<file path="config.mk">
export PLATFORM = sky130hd
export DESIGN_NAME = dmem_arbiter
export DESIGN_NICKNAME = d
export VERILOG_FILES = /design/src/rtl/dmem_arbiter.sv
export SDC_FILE = /design/constraint.sdc
export NUM_CORES = 1
export LEC_CHECK = 0
export CORE_MARGIN = 1
export CORE_UTILIZATION = 40
export CTS_CLUSTER_DIAMETER = 200
export DETAILED_ROUTE_END_ITERATION = 7
export PLACE_DENSITY = 0.87
export SLEW_MARGIN = 25
export SYNTH_ARGS = -nofsm -noshare
export SYNTH_HDL_FRONTEND = slang
export SYNTH_SLANG_ARGS = --single-unit
export TNS_END_PERCENT = 10
</file>
<file path="constraint.sdc">
create_clock -name clock -period 5.5 [get_ports clock]
set_clock_uncertainty 0.15 [all_clocks]
set_input_delay 1.1 -clock clock [delete_from_list [all_inputs] [get_ports clock]]
set_output_delay 1.1 -clock clock [all_outputs]
set_load 0.05 [all_outputs]
</file>
<file path="src/rtl/dmem_arbiter.sv">
// Data-RAM arbiter: shares the falling-edge 16Kx32 RAM between the CPU load/store
// port and the UART loader, turning CPU byte stores into a two-cycle read-modify-write.
module dmem_arbiter #(
  parameter int STARVE_LIMIT = 8
) (
  input  logic        clock,
  input  logic        reset,
  input  logic        cpu_read,
  input  logic        cpu_write,
  input  logic        cpu_byte,
  input  logic [31:0] cpu_addr,
  input  logic [31:0] cpu_wdata,
  output logic [31:0] cpu_rdata,
  output logic        cpu_stall,
  input  logic        ld_req,
  input  logic        ld_we,
  input  logic [13:0] ld_addr,
  input  logic [31:0] ld_wdata,
  output logic [31:0] ld_rdata,
  output logic        ld_ack,
  output logic [13:0] ram_addr,
  output logic [31:0] ram_din,
  output logic        ram_we,
  input  logic [31:0] ram_dout
);

  // state      | meaning
  // S_IDLE     | CPU access, byte-store read phase, or loader grant decision
  // S_RMW_WR   | write back the merged word of a byte store
  // S_LD_GRANT | loader owns the RAM for one cycle
  typedef enum logic [1:0] {S_IDLE, S_RMW_WR, S_LD_GRANT} state_t;

  localparam int CW = $clog2(STARVE_LIMIT + 1);

  state_t        r_state, w_state_nxt;
  logic [CW-1:0] r_starve, w_starve_nxt;
  logic [31:0]   r_merge, w_merge_nxt;
  logic          r_ld_ack;
  logic [31:0]   r_ld_rdata;
  logic          w_cpu_req;
  logic          w_sat;
  logic          w_ld_grant;
  logic          w_unused;

  assign w_cpu_req = cpu_read | cpu_write;
  assign w_sat     = (r_starve == CW'(STARVE_LIMIT));
  assign w_unused  = ^cpu_addr[31:16];
  assign cpu_rdata = ram_dout;
  assign ld_ack    = r_ld_ack;
  assign ld_rdata  = r_ld_rdata;

  always_comb begin
    w_state_nxt = r_state;
    w_merge_nxt = r_merge;
    w_ld_grant  = 1'b0;
    ram_addr    = cpu_addr[15:2];
    ram_din     = cpu_wdata;
    ram_we      = 1'b0;
    cpu_stall   = 1'b0;
    case (r_state)
      S_IDLE: begin
        // The ack cycle still sees the old ld_req level, so it must not re-grant.
        w_ld_grant = ld_req && !r_ld_ack && (!w_cpu_req || w_sat);
        if (w_ld_grant) begin
          cpu_stall   = w_cpu_req;
          w_state_nxt = S_LD_GRANT;
        end else if (cpu_write) begin
          if (cpu_byte) begin
            cpu_stall   = 1'b1;
            w_merge_nxt = ram_dout;
            case (cpu_addr[1:0])
              2'd0:    w_merge_nxt[7:0]   = cpu_wdata[7:0];
              2'd1:    w_merge_nxt[15:8]  = cpu_wdata[7:0];
              2'd2:    w_merge_nxt[23:16] = cpu_wdata[7:0];
              default: w_merge_nxt[31:24] = cpu_wdata[7:0];
            endcase
            w_state_nxt = S_RMW_WR;
          end else begin
            ram_we = 1'b1;
          end
        end
      end
      S_RMW_WR: begin
        ram_we      = 1'b1;
        ram_din     = r_merge;
        w_state_nxt = S_IDLE;
      end
      S_LD_GRANT: begin
        ram_addr    = ld_addr;
        ram_we      = ld_we;
        ram_din     = ld_wdata;
        cpu_stall   = w_cpu_req;
        w_state_nxt = S_IDLE;
      end
      default: w_state_nxt = S_IDLE;
    endcase
    // Reset must also suppress the write of an in-flight RMW or loader grant.
    if (reset) begin
      ram_we    = 1'b0;
      cpu_stall = 1'b0;
    end
  end

  always_comb begin
    w_starve_nxt = r_starve;
    if (!ld_req || w_ld_grant || (r_state == S_LD_GRANT))
      w_starve_nxt = '0;
    else if (!w_sat)
      w_starve_nxt = r_starve + CW'(1);
  end

  always_ff @(posedge clock) begin
    if (reset)
      r_state <= S_IDLE;
    else
      r_state <= w_state_nxt;
  end

  always_ff @(posedge clock) begin
    if (reset) begin
      r_merge    <= '0;
      r_starve   <= '0;
      r_ld_ack   <= 1'b0;
      r_ld_rdata <= '0;
    end else begin
      r_merge  <= w_merge_nxt;
      r_starve <= w_starve_nxt;
      r_ld_ack <= (r_state == S_LD_GRANT);
      if ((r_state == S_LD_GRANT) && !ld_we)
        r_ld_rdata <= ram_dout;
    end
  end

endmodule
</file>
# Word-level counts from Yosys, hierarchy flattened
# Index checks and enable logic that the tools add are counted.
# W data, S select, Z words.
dict set report totals {
  ff_bits 71
  in_bits 149
  wordCells 56
}
dict set report classes {
  n_addsub 1
  n_eq_ne 5
  n_mux 20
  n_bitwise 3
  reduce_logical 21
}
# op count
set op_table {}
lappend op_table {{$pmux W32 S2} 1}
lappend op_table {{$mux W8} 4}
lappend op_table {{$mux W14} 1}
lappend op_table {{$mux W1} 9}
lappend op_table {{$mux W2} 3}
lappend op_table {{$reduce_or A3 Y1} 2}
lappend op_table {{$add A4 B1 Y4 const B} 1}
lappend op_table {{$eq A2 B1 Y1 const B} 2}
lappend op_table {{$eq A2 B2 Y1 const B} 2}
lappend op_table {{$eq A4 B4 Y1 const B} 1}
lappend op_table {{$logic_not A1 Y1} 4}
lappend op_table {{$logic_not A2 Y1} 2}
lappend op_table {{$reduce_and A2 Y1} 2}
lappend op_table {{$reduce_and A4 Y1} 1}
lappend op_table {{$reduce_bool A2 Y1} 2}
lappend op_table {{$reduce_or A2 Y1} 2}
lappend op_table {{$logic_and A1 B1 Y1} 3}
lappend op_table {{$logic_or A1 B1 Y1} 3}
lappend op_table {{$pmux W1 S3} 1}
lappend op_table {{$not A1 Y1} 2}
lappend op_table {{$pmux W1 S2} 1}
lappend op_table {{$or A1 B1 Y1} 1}

# Depth between registers and ports, before layout
dict set report depth {
  word_depth 8
  mapped_depth 8
  depth_no_buf 6
}

# Worst setup path after synthesis
# OpenSTA, ideal clock, no wires.
dict set report synth_path {
  path_type {input-to-output}
  start {input port cpu_read}
  end {output port ram_we}
  t_arrival_ns 2.685
  t_required_ns 4.250
  path_slack_ns 1.565
  path_stages 4
  n_path_buf 0
  cell_sequence {or2_2 > a21oi_1 > nand4bb_1 > a211oi_1}
}
dict set report synth_via {
  elab_chain_len 7
}
# item line
set synth_lines {}
lappend synth_lines {{start, declared} 8} ;# input logic cpu_read,
lappend synth_lines {{$or A1 B1 Y1} 45} ;# assign w_cpu_req = cpu_read | cpu_write;
lappend synth_lines {{$logic_not A1 Y1} 63} ;# w_ld_grant = ld_req && !r_ld_ack && (!w_cpu_req || w_sat);
lappend synth_lines {{$logic_or A1 B1 Y1} 63}
lappend synth_lines {{$logic_and A1 B1 Y1} 63}
lappend synth_lines {{$mux W1} 64} ;# if (w_ld_grant) begin
lappend synth_lines {{$pmux W1 S3} 60} ;# case (r_state)
lappend synth_lines {{$mux W1} 98} ;# if (reset) begin
lappend synth_lines {{end, declared} 23} ;# output logic ram_we,
# Every way passes these cells.

# Final worst setup path
dict set report layout_path {
  start {input port cpu_write}
  end {output port cpu_stall}
}
dict set report layout_via {
  elab_chain_len 7
  elab_cells_between_ends 8
}
# item line
set layout_lines {}
lappend layout_lines {{start, declared} 9} ;# input logic cpu_write,
lappend layout_lines {{$or A1 B1 Y1} 45}
lappend layout_lines {{$logic_not A1 Y1} 63}
lappend layout_lines {{$logic_or A1 B1 Y1} 63}
lappend layout_lines {{$logic_and A1 B1 Y1} 63}
lappend layout_lines {{$mux W1} 64}
lappend layout_lines {{$pmux W1 S2 (*)} 60}
lappend layout_lines {{$mux W1 (*)} 98}
lappend layout_lines {{end, declared} 14} ;# output logic cpu_stall,
# Mark *: on every way between the ends. The rest lies on a longest branch, timed or not.

==> impl_metrics.csv <==
group,metric,value,unit
run_status,status,"complete, no violations",
setup_path,r2r-start,"r_starve[0]",
grt,grt_max_degree,71,
power_and_ir_drop,combPwrFrac,40.2,%
placement,place_ws,1.00,ns
power_and_ir_drop,clkPwrFrac,24.8,%
power_and_ir_drop,powerDensity,241,mW/mm^2
synthesis,ys_warn_count,0,
clock_network,cts_resized,0,
final_layout,antenna_cells,0,
die,dieArea,0.0107,sq mm
grt,antenna_found_initial,0,
die,coreArea,0.00991,sq mm
setup_path,arrival,3.24,ns
sta,final_hold_viol_count,0,
die,dieWidth,104,um
synthesis,ys_types,31,
synthesis,synth_flop_cell,"dfxtp_1",
power_and_ir_drop,intPower,0.987,mW
synthesis,synth_seq_cells,71,
routing,wire_per_inst,17.2,um
sta,timing.final.ws_setup,1.01,ns
final_layout,final_cells,820,
routing,routed_via_density,5.17,
power_and_ir_drop,pwr-share-seq,35.1,%
die,ios,262,
setup_path,ff2ff_setup_slack,2.88,ns
clock_network,hold_buffers,0,
synthesis,synth_common_cells,"dfxtp_1 (71), a21oi_1 (70), nor2_1 (70)",
routing,num_vias,4237,
setup_path,crit_path_max_incr_delay,0.82,ns
sta,fmax,223,MHz
routing,dr.pass1.iters,4,
sta,final_max_slew_viol_count,0,
synthesis,async_flop_share,0,%
flow_run,maxCapViolCount,0,
setup_path,critical_path.top_delay_family,"buffers and inverters",
clock_network,cts_tree,"done",
clock_network,clkSinkCount,71,
sta,timing.setup.tns,0,ns
setup_path,rr_worst_depth,7,
final_layout,layout-area-overhead-vs-synth,58.2,%
die,start_util,41.7,%
synthesis,synth_edf_count,0,
power_and_ir_drop,vdd_drop_max,0.000125,V
routing,wirelength,14100,um
synthesis,ys_seq_area_share,34.4,%
clock_network,cts_max_level,3,
sta,rsz0062_at_grt,"false",
clock_network,ctsRootBufferMaster,"clkbuf_8",
setup_path,path_buf_inv,2,
setup_path,endpoint,"cpu_stall",
setup_path,critPathRequiredTime,4.25,ns
grt,grt-busiest-layer,"met2",
grt,grt_first_pass_wirelength,21600,um
routing,detail_route.iter0.violations,184,
setup_path,worstSetupStartpointType,"input port",
placement,dpl.hpwl,10400,um
synthesis,synth_top_cell_by_area,"dfxtp_1",
grt,grt_usage,25.5,%
placement,placed_area,0.00634,sq mm
grt,use_met2,46.7,%
synthesis,syn_inst,495,
setup_path,path_cells,"clkdlybuf4s50_1, or2_2, a21oi_1, o21ai_0, a21oi_1, clkdlybuf4s50_1",
synthesis,avgSynthCellArea,8.35,sq um
sta,finalCritPeriodShare,81.7,%
final_layout,nets,838,
die,dieHeight,104,um
min_path,hp-class,"reg2reg",
sta,tightest_slew,0.914,ns
sta,slew_headroom,39.0,%
final_layout,final_area,0.00654,sq mm
die,rows,36,
grt,grt-ovfl-total,0,
sta,hold_ws,0.306,ns
power_and_ir_drop,p_sw,0.590,mW
placement,io_buffers,245,
sta,setup_viol,0,
clock_network,cts_buffer_depth,2,
synthesis,synthTopCellsByArea,"dfxtp_1 (34%), a211oi_2 (9.7%), a21oi_1 (8.5%), mux2i_1 (7.7%), nor2_1 (6.4%)",
setup_path,crit_slowest_cell,"clkdlybuf4s50_1",
setup_path,crit_type,"in2out",
synthesis,yosysMostFrequentCell,"dfxtp_1",
routing,drc_errors,0,
grt,grt_util_met1,28.9,%
synthesis,syn_area,0.00413,sq mm
clock_network,cts_buffers,9,
final_layout,drive_above_1_share,10.8,%
sta,fin_crit,4.49,ns
clock_network,path_clk_slew,0.07,ns
clock_network,insertion_delay,0.34,ns
grt,grtUsageMet3,6.42,%
synthesis,yosys.area.top_type_share,34.4,%
grt,grt_pass1_vias,4158,
setup_path,crit_start,"cpu_write",
final_layout,fillers,826,
power_and_ir_drop,swShare,37.4,%
power_and_ir_drop,p_leak,2.28,nW
synthesis,synth_fp_nets,650,
placement,routabilityCongestion,0.828,
setup_path,worstPathMaxFanout,4,
setup_path,cp.depth,6,
routing,ant_nets,0,
clock_network,cts_setup_buffers,0,
setup_path,setup.worst_path.end_class,"output port",
setup_path,reg2reg_to,"r_merge[16]",
placement,dpl.cell_count,805,
## stage by stage
stage	power (mW)	utilization (%)
final	1.58	66.0
after global routing	1.64	66.0
after CTS	1.58	65.8
after global placement	1.19	64.0
after floorplan	0.960	-
after detailed placement	1.19	64.0
## how the worst min path moves through the flow
| stage | start | endpoint | slack, ns | depth (start not counted) |
|---|---|---|---|---|
| floorplan | r_state[0] | r_state[0] | 0.35 | 2 |
| global placement | ld_rdata[20] | ld_rdata[20] | 0.29 | 2 |
| detailed placement | ld_rdata[20] | ld_rdata[20] | 0.30 | 2 |
| CTS | ld_rdata[20] | ld_rdata[20] | 0.31 | 2 |
| global route | ld_rdata[20] | ld_rdata[20] | 0.33 | 2 |
| finish | ld_rdata[20] | ld_rdata[20] | 0.31 | 2 |
## cells in the final DEF, fill, tap and decap left out, types with 2 or more instances in the layout
master / synthesis / final
a211oi_1: 2 / 2
a211oi_2: 32 / 32
a21oi_1: 70 / 70
a22oi_1: 32 / 32
buf_4: 32 / 6
clkbuf_1: 21 / 3
clkbuf_8: 0 / 12
clkdlybuf4s50_1: 0 / 244
dfxtp_1: 71 / 71
ha_1: 6 / 4
ha_4: 0 / 2
inv_1: 4 / 4
mux2_2: 15 / 15
mux2i_1: 32 / 32
nand2_1: 69 / 69
nand2b_1: 3 / 3
nor2_1: 70 / 70
nor2b_2: 0 / 3
## worst reg2reg max path, delay by kind of cell, from the launching register on
family | cells | cell delay [ns]
buffers and inverters | 2 | 0.57
DFF | 1 | 0.39
adders and majority gates | 1 | 0.24
AOI/OAI and AO/OA | 2 | 0.95
and+or+nand+nor | 2 | 0.24
## flip-flops by register name (all words and copies together), names as in the netlist
| register | cells |
|---|---|
| ld_rdata | 32 |
| r_state | 2 |
| ld_ack | 1 |
| r_starve | 4 |
| r_merge | 32 |
## kinds of logic (layout without fill, tap and decap cells)
group           count (synthesis)  in the layout  synth area share, %
buf+inv                        77            269                 11.4
fa+ha+maj                       6              6                 1.82
mux                            47             47                 11.8
simple gates                  152            152                 15.0
xor+xnor                        2              2                0.424
compound gates                140            140                 25.1
flops                          71             71                 34.4
## power groups by stage
stage / logic, mW / clock network [mW] / registers, mW
finish: 0.633 / 0.391 / 0.553
global route: 0.662 / 0.418 / 0.555
CTS: 0.632 / 0.400 / 0.553
detailed placement: 0.629 / 0 / 0.564
global placement: 0.622 / 0 / 0.564
floorplan: 0.386 / 0 / 0.574
## area by class of cell
class | instances | area, sq um | area share [%]
flip-flops and latches | 71 | 1420 | 21.7
multi-input cells | 347 | 2270 | 34.8
repair buffers | 250 | 2490 | 38.0
well taps | 133 | 166 | 2.54
clock buffers | 15 | 176 | 2.70
inverters | 4 | 15.0 | 0.230
## routing by layer
layer	wire length (um)	up-vias	part of all wire (%)
li1	-	2067	-
met1	5670	1965	40
met2	7220	183	51
met3	934	22	6.6
met4	293	0	2.1
met5	0	-	0
(Power assumes the default switching activity.)
